[config.mk]
export PLATFORM = sky130hd
export DESIGN_NAME = hex_scan_display
export DESIGN_NICKNAME = d
export VERILOG_FILES = /design/src/rtl/seg7_pkg.sv /design/src/rtl/hex7seg_dec.sv /design/src/rtl/hex_scan_display.sv
export SDC_FILE = /design/constraint.sdc
export NUM_CORES = 1
export LEC_CHECK = 0
export CELL_PAD_IN_SITES_DETAIL_PLACEMENT = 1
export CELL_PAD_IN_SITES_GLOBAL_PLACEMENT = 1
export CORE_ASPECT_RATIO = 0.8
export CORE_MARGIN = 2
export CORE_UTILIZATION = 43
export DETAILED_ROUTE_END_ITERATION = 10
export PLACE_DENSITY_LB_ADDON = 0.1
export SLEW_MARGIN = 15
export SYNTH_ARGS = -nofsm -noshare
export SYNTH_HDL_FRONTEND = slang
export SYNTH_HIERARCHICAL = 1
export SYNTH_SLANG_ARGS = --single-unit
[constraint.sdc]
create_clock -name clk -period 5.5 [get_ports clk]
set_input_delay 0.55 -clock clk [delete_from_list [all_inputs] [get_ports clk]]
set_output_delay 0.55 -clock clk [all_outputs]
set_load 0.02 [all_outputs]
[src/rtl/seg7_pkg.sv]
// ---------------------------------------------------------------------------
// seg7_pkg
// Shared constants for seven-segment display logic.
//   SEG_A..SEG_G : bit positions of segments a..g in a seg bus
//   SEG_P        : bit position of the decimal point
//   FONT         : hex digit glyphs, active-high {g,f,e,d,c,b,a}, index = nibble
// ---------------------------------------------------------------------------
package seg7_pkg;

    localparam int SEG_A = 0;
    localparam int SEG_G = 6;
    localparam int SEG_P = 7;

    // Entry 15 is listed first (packed array, MSB-first).
    localparam logic [15:0][6:0] FONT = {
        7'h71, 7'h79, 7'h5E, 7'h39,   // F E d C
        7'h7C, 7'h77, 7'h6F, 7'h7F,   // b A 9 8
        7'h07, 7'h7D, 7'h6D, 7'h66,   // 7 6 5 4
        7'h4F, 7'h5B, 7'h06, 7'h3F    // 3 2 1 0
    };

endpackage

[src/rtl/hex7seg_dec.sv]
// ---------------------------------------------------------------------------
// hex7seg_dec
// Combinational hex-to-seven-segment glyph lookup.
//   i_nib : 4-bit hex value
//   o_seg : active-high segments {g,f,e,d,c,b,a}
// ---------------------------------------------------------------------------
module hex7seg_dec
    import seg7_pkg::*;
(
    input  logic [3:0] i_nib,
    output logic [6:0] o_seg
);

    assign o_seg = FONT[i_nib];

endmodule

[src/rtl/hex_scan_display.sv]
// ---------------------------------------------------------------------------
// hex_scan_display
// Time-multiplexed driver for a DIGITS-wide hex seven-segment display.
// Each digit owns a slot of 2^DIV_BITS clocks; the first GUARD clocks of a
// slot keep every anode off to avoid ghosting while the segments switch.
//   clk    : clock, rising edge
//   rst    : synchronous active-high reset
//   data   : 4*DIGITS bits, nibble i is digit i (digit 0 rightmost)
//   point  : decimal point per digit
//   blank  : force digit fully dark (overrides point and suppression)
//   LE     : 0 = inputs captured every cycle, 1 = hold captured values
//   lz_en  : leading-zero suppression enable
//   seg    : registered segments {p,g,f,e,d,c,b,a}
//   an     : registered digit enables, bit i = digit i
// ---------------------------------------------------------------------------
module hex_scan_display
    import seg7_pkg::*;
#(
    parameter int DIGITS     = 4,
    parameter int DIV_BITS   = 16,
    parameter int GUARD      = 2,
    parameter int ACTIVE_LOW = 1
)
(
    input  logic                  clk,
    input  logic                  rst,
    input  logic [4*DIGITS-1:0]   data,
    input  logic [DIGITS-1:0]     point,
    input  logic [DIGITS-1:0]     blank,
    input  logic                  LE,
    input  logic                  lz_en,
    output logic [7:0]            seg,
    output logic [DIGITS-1:0]     an
);

    localparam int                 IDX_W    = (DIGITS > 1) ? $clog2(DIGITS) : 1;
    localparam logic [DIV_BITS-1:0] GUARD_V = DIV_BITS'(GUARD);
    localparam logic [IDX_W-1:0]   LAST_IDX = IDX_W'(DIGITS - 1);
    localparam logic [7:0]         SEG_OFF  = (ACTIVE_LOW != 0) ? 8'hFF : 8'h00;
    localparam logic [DIGITS-1:0]  AN_OFF   = (ACTIVE_LOW != 0) ? '1 : '0;

    logic [DIV_BITS-1:0]  r_pre;
    logic [IDX_W-1:0]     r_idx;
    logic [4*DIGITS-1:0]  r_data;
    logic [DIGITS-1:0]    r_point;
    logic [DIGITS-1:0]    r_blank;
    logic                 r_lz_en;

    logic [3:0]           w_nib;
    logic                 w_pt;
    logic                 w_blk;
    logic                 w_upper_zero;
    logic [DIGITS-1:0]    w_sel;
    logic [6:0]           w_font;
    logic                 w_guard;
    logic                 w_suppress;
    logic [7:0]           w_seg_ah;
    logic [DIGITS-1:0]    w_an_ah;

    // Select the current digit's latched fields; w_upper_zero is set when
    // this digit and every more-significant digit hold zero.
    always_comb begin
        w_nib        = 4'h0;
        w_pt         = 1'b0;
        w_blk        = 1'b0;
        w_sel        = '0;
        w_upper_zero = 1'b1;
        for (int i = 0; i < DIGITS; i++) begin
            if (r_idx == IDX_W'(i)) begin
                w_nib    = r_data[4*i +: 4];
                w_pt     = r_point[i];
                w_blk    = r_blank[i];
                w_sel[i] = 1'b1;
            end
            if ((IDX_W'(i) >= r_idx) && (r_data[4*i +: 4] != 4'h0)) begin
                w_upper_zero = 1'b0;
            end
        end
    end

    hex7seg_dec u_dec (
        .i_nib (w_nib),
        .o_seg (w_font)
    );

    always_comb begin
        w_guard    = (r_pre < GUARD_V);
        w_suppress = r_lz_en && (r_idx != '0) && w_upper_zero;
        w_seg_ah   = 8'h00;
        if (!w_guard && !w_blk) begin
            w_seg_ah[SEG_P] = w_pt;
            if (!w_suppress) begin
                w_seg_ah[SEG_G:SEG_A] = w_font;
            end
        end
        w_an_ah = w_guard ? '0 : w_sel;
    end

    always_ff @(posedge clk) begin
        if (rst) begin
            r_pre   <= '0;
            r_idx   <= '0;
            r_data  <= '0;
            r_point <= '0;
            r_blank <= '0;
            r_lz_en <= 1'b0;
            seg     <= SEG_OFF;
            an      <= AN_OFF;
        end else begin
            r_pre <= r_pre + 1'b1;
            if (r_pre == '1) begin
                r_idx <= (r_idx == LAST_IDX) ? '0 : r_idx + 1'b1;
            end
            if (!LE) begin
                r_data  <= data;
                r_point <= point;
                r_blank <= blank;
                r_lz_en <= lz_en;
            end
            seg <= (ACTIVE_LOW != 0) ? ~w_seg_ah : w_seg_ah;
            an  <= (ACTIVE_LOW != 0) ? ~w_an_ah  : w_an_ah;
        end
    end

endmodule

Word-level counts from Yosys, hierarchy flattened
Memories as Yosys holds them, arrays and structs flattened. Cells that the tools add are included.

Bits in registers: 55. Memory bits (read-only): 112. Logic and storage cells: 63. Bits of input ports: 28. Output and inout port bits: 12. Memories: 1.

Memory list: (name not given) (depth 16, bits a word 7, read ports 1, clocked after memory_dff 0, wr ports 0, RTL line hex7seg_dec.sv:14) `assign o_seg = FONT[i_nib];`.

Muxes and demuxes: 25. Magnitude comparators: 6. Equality and inequality tests: 4. Bitwise operators: 2. Reduce and logical (&&, ||, !) cells: 15. $add $sub $neg: 2.

Operators by type and width (number): $mux W4 (5); $add A16 B1 Y16 const B (1); $eq A16 B16 Y1 const B (1); $lt A16 B2 Y1 const B (1); $mux W1 (16); $reduce_bool A4 Y1 (4); $mux W7 (2); $mux W8 (1); $not A8 Y8 (1); $logic_and A1 B1 Y1 (7); $lt A4 B5 Y1 const B (1); $eq A2 B2 Y1 const B (2); $ge A1 B2 Y1 const A (2); $ge A2 B2 Y1 const A (2); $not A4 Y4 (1); $add A2 B1 Y2 const B (1); $eq A2 B1 Y1 const B (1); $logic_not A1 Y1 (2); $logic_not A2 Y1 (1); $mux W2 (1); $reduce_bool A2 Y1 (1).

Logic depth before layout (Yosys ltp)
Word-level depth: 10. Mapped depth: 12.

By module
The synthesis kept the hierarchy.

By module, submodules not included: hex_scan_display (instances 1, area an instance 2265.9 um2, cells each 245); hex7seg_dec (instances 1, area an instance 287.8 um2, cells each 33).

Least setup slack after synthesis
Ideal clock, no wire load.

Path kind: reg-to-reg. Start: register r_idx[1]. End: register seg[3]. Data required time: 5.431 ns. Slack: 2.901 ns. Data arrival time: 2.530 ns. Cell stages (with the launch flop): 12. Setup time: 0.069 ns. Path buffers: 1. Cells stage by stage: dfxtp_1 -> inv_1 -> ha_1 -> clkbuf_1 -> nand3b_1 -> a21oi_1 -> a21oi_1 -> o21ai_0 -> inv_1 -> ha_1 -> mux4_1 -> nand3_1.

Longest elaborated chain between the ends: 10.

RTL lines: start: declaration (RTL line hex_scan_display.sv:43) `logic [IDX_W-1:0] r_idx;`; start signal: assignment (RTL line hex_scan_display.sv:112) `r_idx <= (r_idx == LAST_IDX) ? '0 : r_idx + 1'b1;`; $logic_not A2 Y1 (RTL line hex_scan_display.sv:69) `if (r_idx == IDX_W'(i)) begin`; $mux W4 (3 in a row) (RTL line hex_scan_display.sv:69); $mux W4 * (RTL line hex_scan_display.sv:69); net w_nib[1] (RTL line hex_scan_display.sv:49) `logic [3:0] w_nib;`; $mem_v2 Z16 W7 *; $mux W7 (not written as such) * (RTL line hex7seg_dec.sv:14); net w_font[3] (RTL line hex_scan_display.sv:54) `logic [6:0] w_font;`; $mux W7 * (RTL line hex_scan_display.sv:92) `if (!w_suppress) begin`; $mux W8 * (RTL line hex_scan_display.sv:90) `if (!w_guard && !w_blk) begin`; $not A8 Y8 * (RTL line hex_scan_display.sv:120) `seg <= (ACTIVE_LOW != 0) ? ~w_seg_ah : w_seg_ah;`; end signal: assignment (RTL line hex_scan_display.sv:120); end: declaration (RTL line hex_scan_display.sv:32) `output logic [7:0] seg,`.

Mark *: on every way through the listed nets, which the timed path passes. The rest lies on a longest branch. The select of a mux whose other input is x is not followed. A chain may end at the register's enable or synchronous reset.

Worst setup path after layout
Same ends and word-level chain as after synthesis.

==> results.md <==
* GPL Wtd Cong at between 0.8 and 0.9
* Period utilization at 0.544
* Worst Setup End Kind: flop
* Row Count at 25
* Synth-to-Final Area Change at 20.8%
* Mux share of post-synthesis cell area at 0.129
* Maximum vdd drop at about 0.13 mV
* Hold buffer count at cts at 0
* Worst-path fanout max at 13
* Gr ovfl total at 0
* Fraction of registers with async set or reset after synthesis at 0
* FF-to-FF Start: r_idx[1]
* Fmax at ~330 MHz
* Adder-Cell Fraction of Synth Area at 0.0637
* Leading post-synthesis cells by cell area: dfxtp_1, mux2i_1, ha_1
* Ratio of cells with drive above 1 in the final layout at 0.0511
* Fin util at 0.530
* Hold_ws at 0.452 ns
* Layout fillers at between 600 and 700
* Final setup fails at 0
* Final ANT Viol Nets at 0
* Hold Path Class: reg -> reg
* Final net count at ~350
* TritonRoute pass-1 iters at 4
* Seq/Total Area, Yosys at 0.431
* Antenna cells at 0
* Yosys top cell area share at 0.431
* Net count after synthesis at approximately 320
* Slew HR at 0.447
* Worst-Skew Late Latency at about 0.31 ns
* Avg Cell Area, Syn at around 9.2 um^2
* Crit path launch: r_idx[1]
* GRT Total Usage at 0.193
* Vias in the first global route at roughly 2100
* Critical path type: reg -> reg
* Xor/xnor cell area share of the yosys netlist at 0.0343
* Slew @ Worst Pin at approximately 0.82 ns
* Max Slew Vio Count at 0
* Synth Area in Compound Gates at 0.0887
* Combinational family with the most area after synthesis: simple AND/OR/NAND/NOR gates
* Hold Violations, Final at 0
* Arrival @ worst endpoint at around 3.2 ns
* Total CTS buffers at 5
* Post-Syn Instances at between 200 and 300
* Bufs on Longest Clock Path at 2
* CP Capture Point: seg[3]
* Final Skew at 0.00434 ns
* Synth area leader: dfxtp_1
* DR vias/cell at around 5.3
* H-tree depth at 2
* Post-route cell area at 3080 um^2
* Resize count post-CTS at 0
* # Max-Cap Violations at 0
* Vias at 2090
* RSZ-0062 raised after global routing: no
* Largest net degree at the start of global routing at 45
* Worst R2R End: seg[3]
* CP startpoint kind: flop
* Post-synthesis simple-gate area fraction at 0.212
* TNS Setup at 0 ns
* Die W at between 90 and 100 um
* IO Port Bufs at 39
* Status: completed
* TritonCTS Sinks at 55
* Initial Util at 0.439
* R2R depth at 10
* Io pins at 40
* Count of cell types in the netlist at 39
* CTS tree: done
* 1st-iter DRT viols at a little under 80
* Clock slew at reported path FFs at around 0.1 ns
* Pleak at between 1 and 1.5 nW
* Number of synthesized register bits at 55
* Post-DP HPWL at 4370 um
* Routed wire length at 5930 um
* Most frequent cell after synthesis: dfxtp_1
* Post-place instance area at between 2000 and 3000 um^2
* DRC at 0
* Total Power at between 700 and 800 uW
* Avg WL per Cell at roughly 15 um
* Die ar. at between 6000 and 7000 um^2
* Initial antenna violation count at 0
* Worst Path Required at roughly 5.7 ns
* Worst reg-to-reg setup slack at 2.51 ns
* Die height at approximately 73 um
* Post-synth EDFFs at 0
* Setup Buffers After CTS at 0
* Tmin final at about 3.0 ns
* Synth top cells by count: dfxtp_1, nor2_1, mux2i_1, nand2_1, a21oi_1
* CORE AREA at between 5000 and 6000 um^2
* Top FF cell, synth: dfxtp_1
* Cell area after synthesis at 2550 um^2
* Cell Pwr Density at ~250 nW/um^2
* First-pass GRT wire length at about 10000 um
* Root buffer cell: clkbuf_8
* Synth warnings at 6
## logic make-up after synthesis
kind of cell,count (synthesis)
multiplexers,31
buffers and inverters,23
AO/OA/AOI/OAI,37
AND/OR/NAND/NOR,109
flip-flops,55
XOR/XNOR,10
adder cells (fa/ha/maj),13
## flip-flops by register name (all words and copies together), names as in the netlist
name	count
an	4
r_pre	16
r_lz_en	1
r_point	4
seg	8
r_data	16
r_blank	4
r_idx	2
## metrics by stage
step           worst slack (ns)  cells
5_1_grt                    2.25    394
4_1_cts                    2.47    394
2_1_floorplan              2.90    278
3_5_place_dp               2.50    386
3_3_place_gp               2.78    386
6_report                   2.51    394
## how the worst min path moves through the flow
stage / depth (start not counted) / startpoint / slack (ns) / to
floorplan: 1 / r_pre[0] / 0.41 / r_pre[0]
global placement: 1 / r_pre[0] / 0.43 / r_pre[0]
detailed placement: 1 / r_pre[0] / 0.45 / r_pre[0]
CTS: 1 / r_pre[0] / 0.46 / r_pre[0]
global route: 1 / r_pre[0] / 0.51 / r_pre[0]
finish: 1 / r_pre[0] / 0.45 / r_pre[0]
## layout by cell type (no fill, tap or decap), types with 3 or more instances in the layout
master and n:
a21oi_1 17, buf_4 3, clkbuf_8 5, clkdlybuf4s50_1 39, dfxtp_1 55, ha_1 13, inv_1 8, mux2_2 3
mux2i_1 27, nand2_1 20, nand3_1 12, nand3b_1 5, nand4_1 6, nor2_1 37, nor2b_1 5, nor3_1 5
nor4_1 4, o21ai_0 8, o31ai_1 3, or3_1 4, xnor2_1 4, xor2_1 6
## power breakdown
group          internal, mW  switching [mW]
clock network        0.0926           0.141
logic                0.0545          0.0476
registers             0.416          0.0115
## worst max-delay path, cell delays in order, from the launching register on
cell,delay [ns]
dfxtp_1,0.41
inv_1,0.10
ha_1,0.32
nand3b_1,0.21
a21oi_1,0.16
a21oi_1,0.05
o21ai_0,0.52
inv_1,0.22
ha_1,0.35
mux4_1,0.51
nand3_1,0.08
## routing by layer
layer / global-route usage / wire [um]
met1: 0.264 / 2980
met2: 0.309 / 2700
met3: 0.0496 / 205
met4: 0.0462 / 46
met5: 0 / 0
## final cells by class
type / instances / area, um^2 / area share
multi-input cells: 200 / 1350 / 0.437
repair buffers: 42 / 413 / 0.134
inverters: 8 / 30.0 / 0.00974
clock inverters: 3 / 22.5 / 0.00730
flip-flops and latches: 55 / 1100 / 0.357
well taps: 81 / 101 / 0.0329
clock buffers: 5 / 68.8 / 0.0223
(Power assumes the default switching activity.)
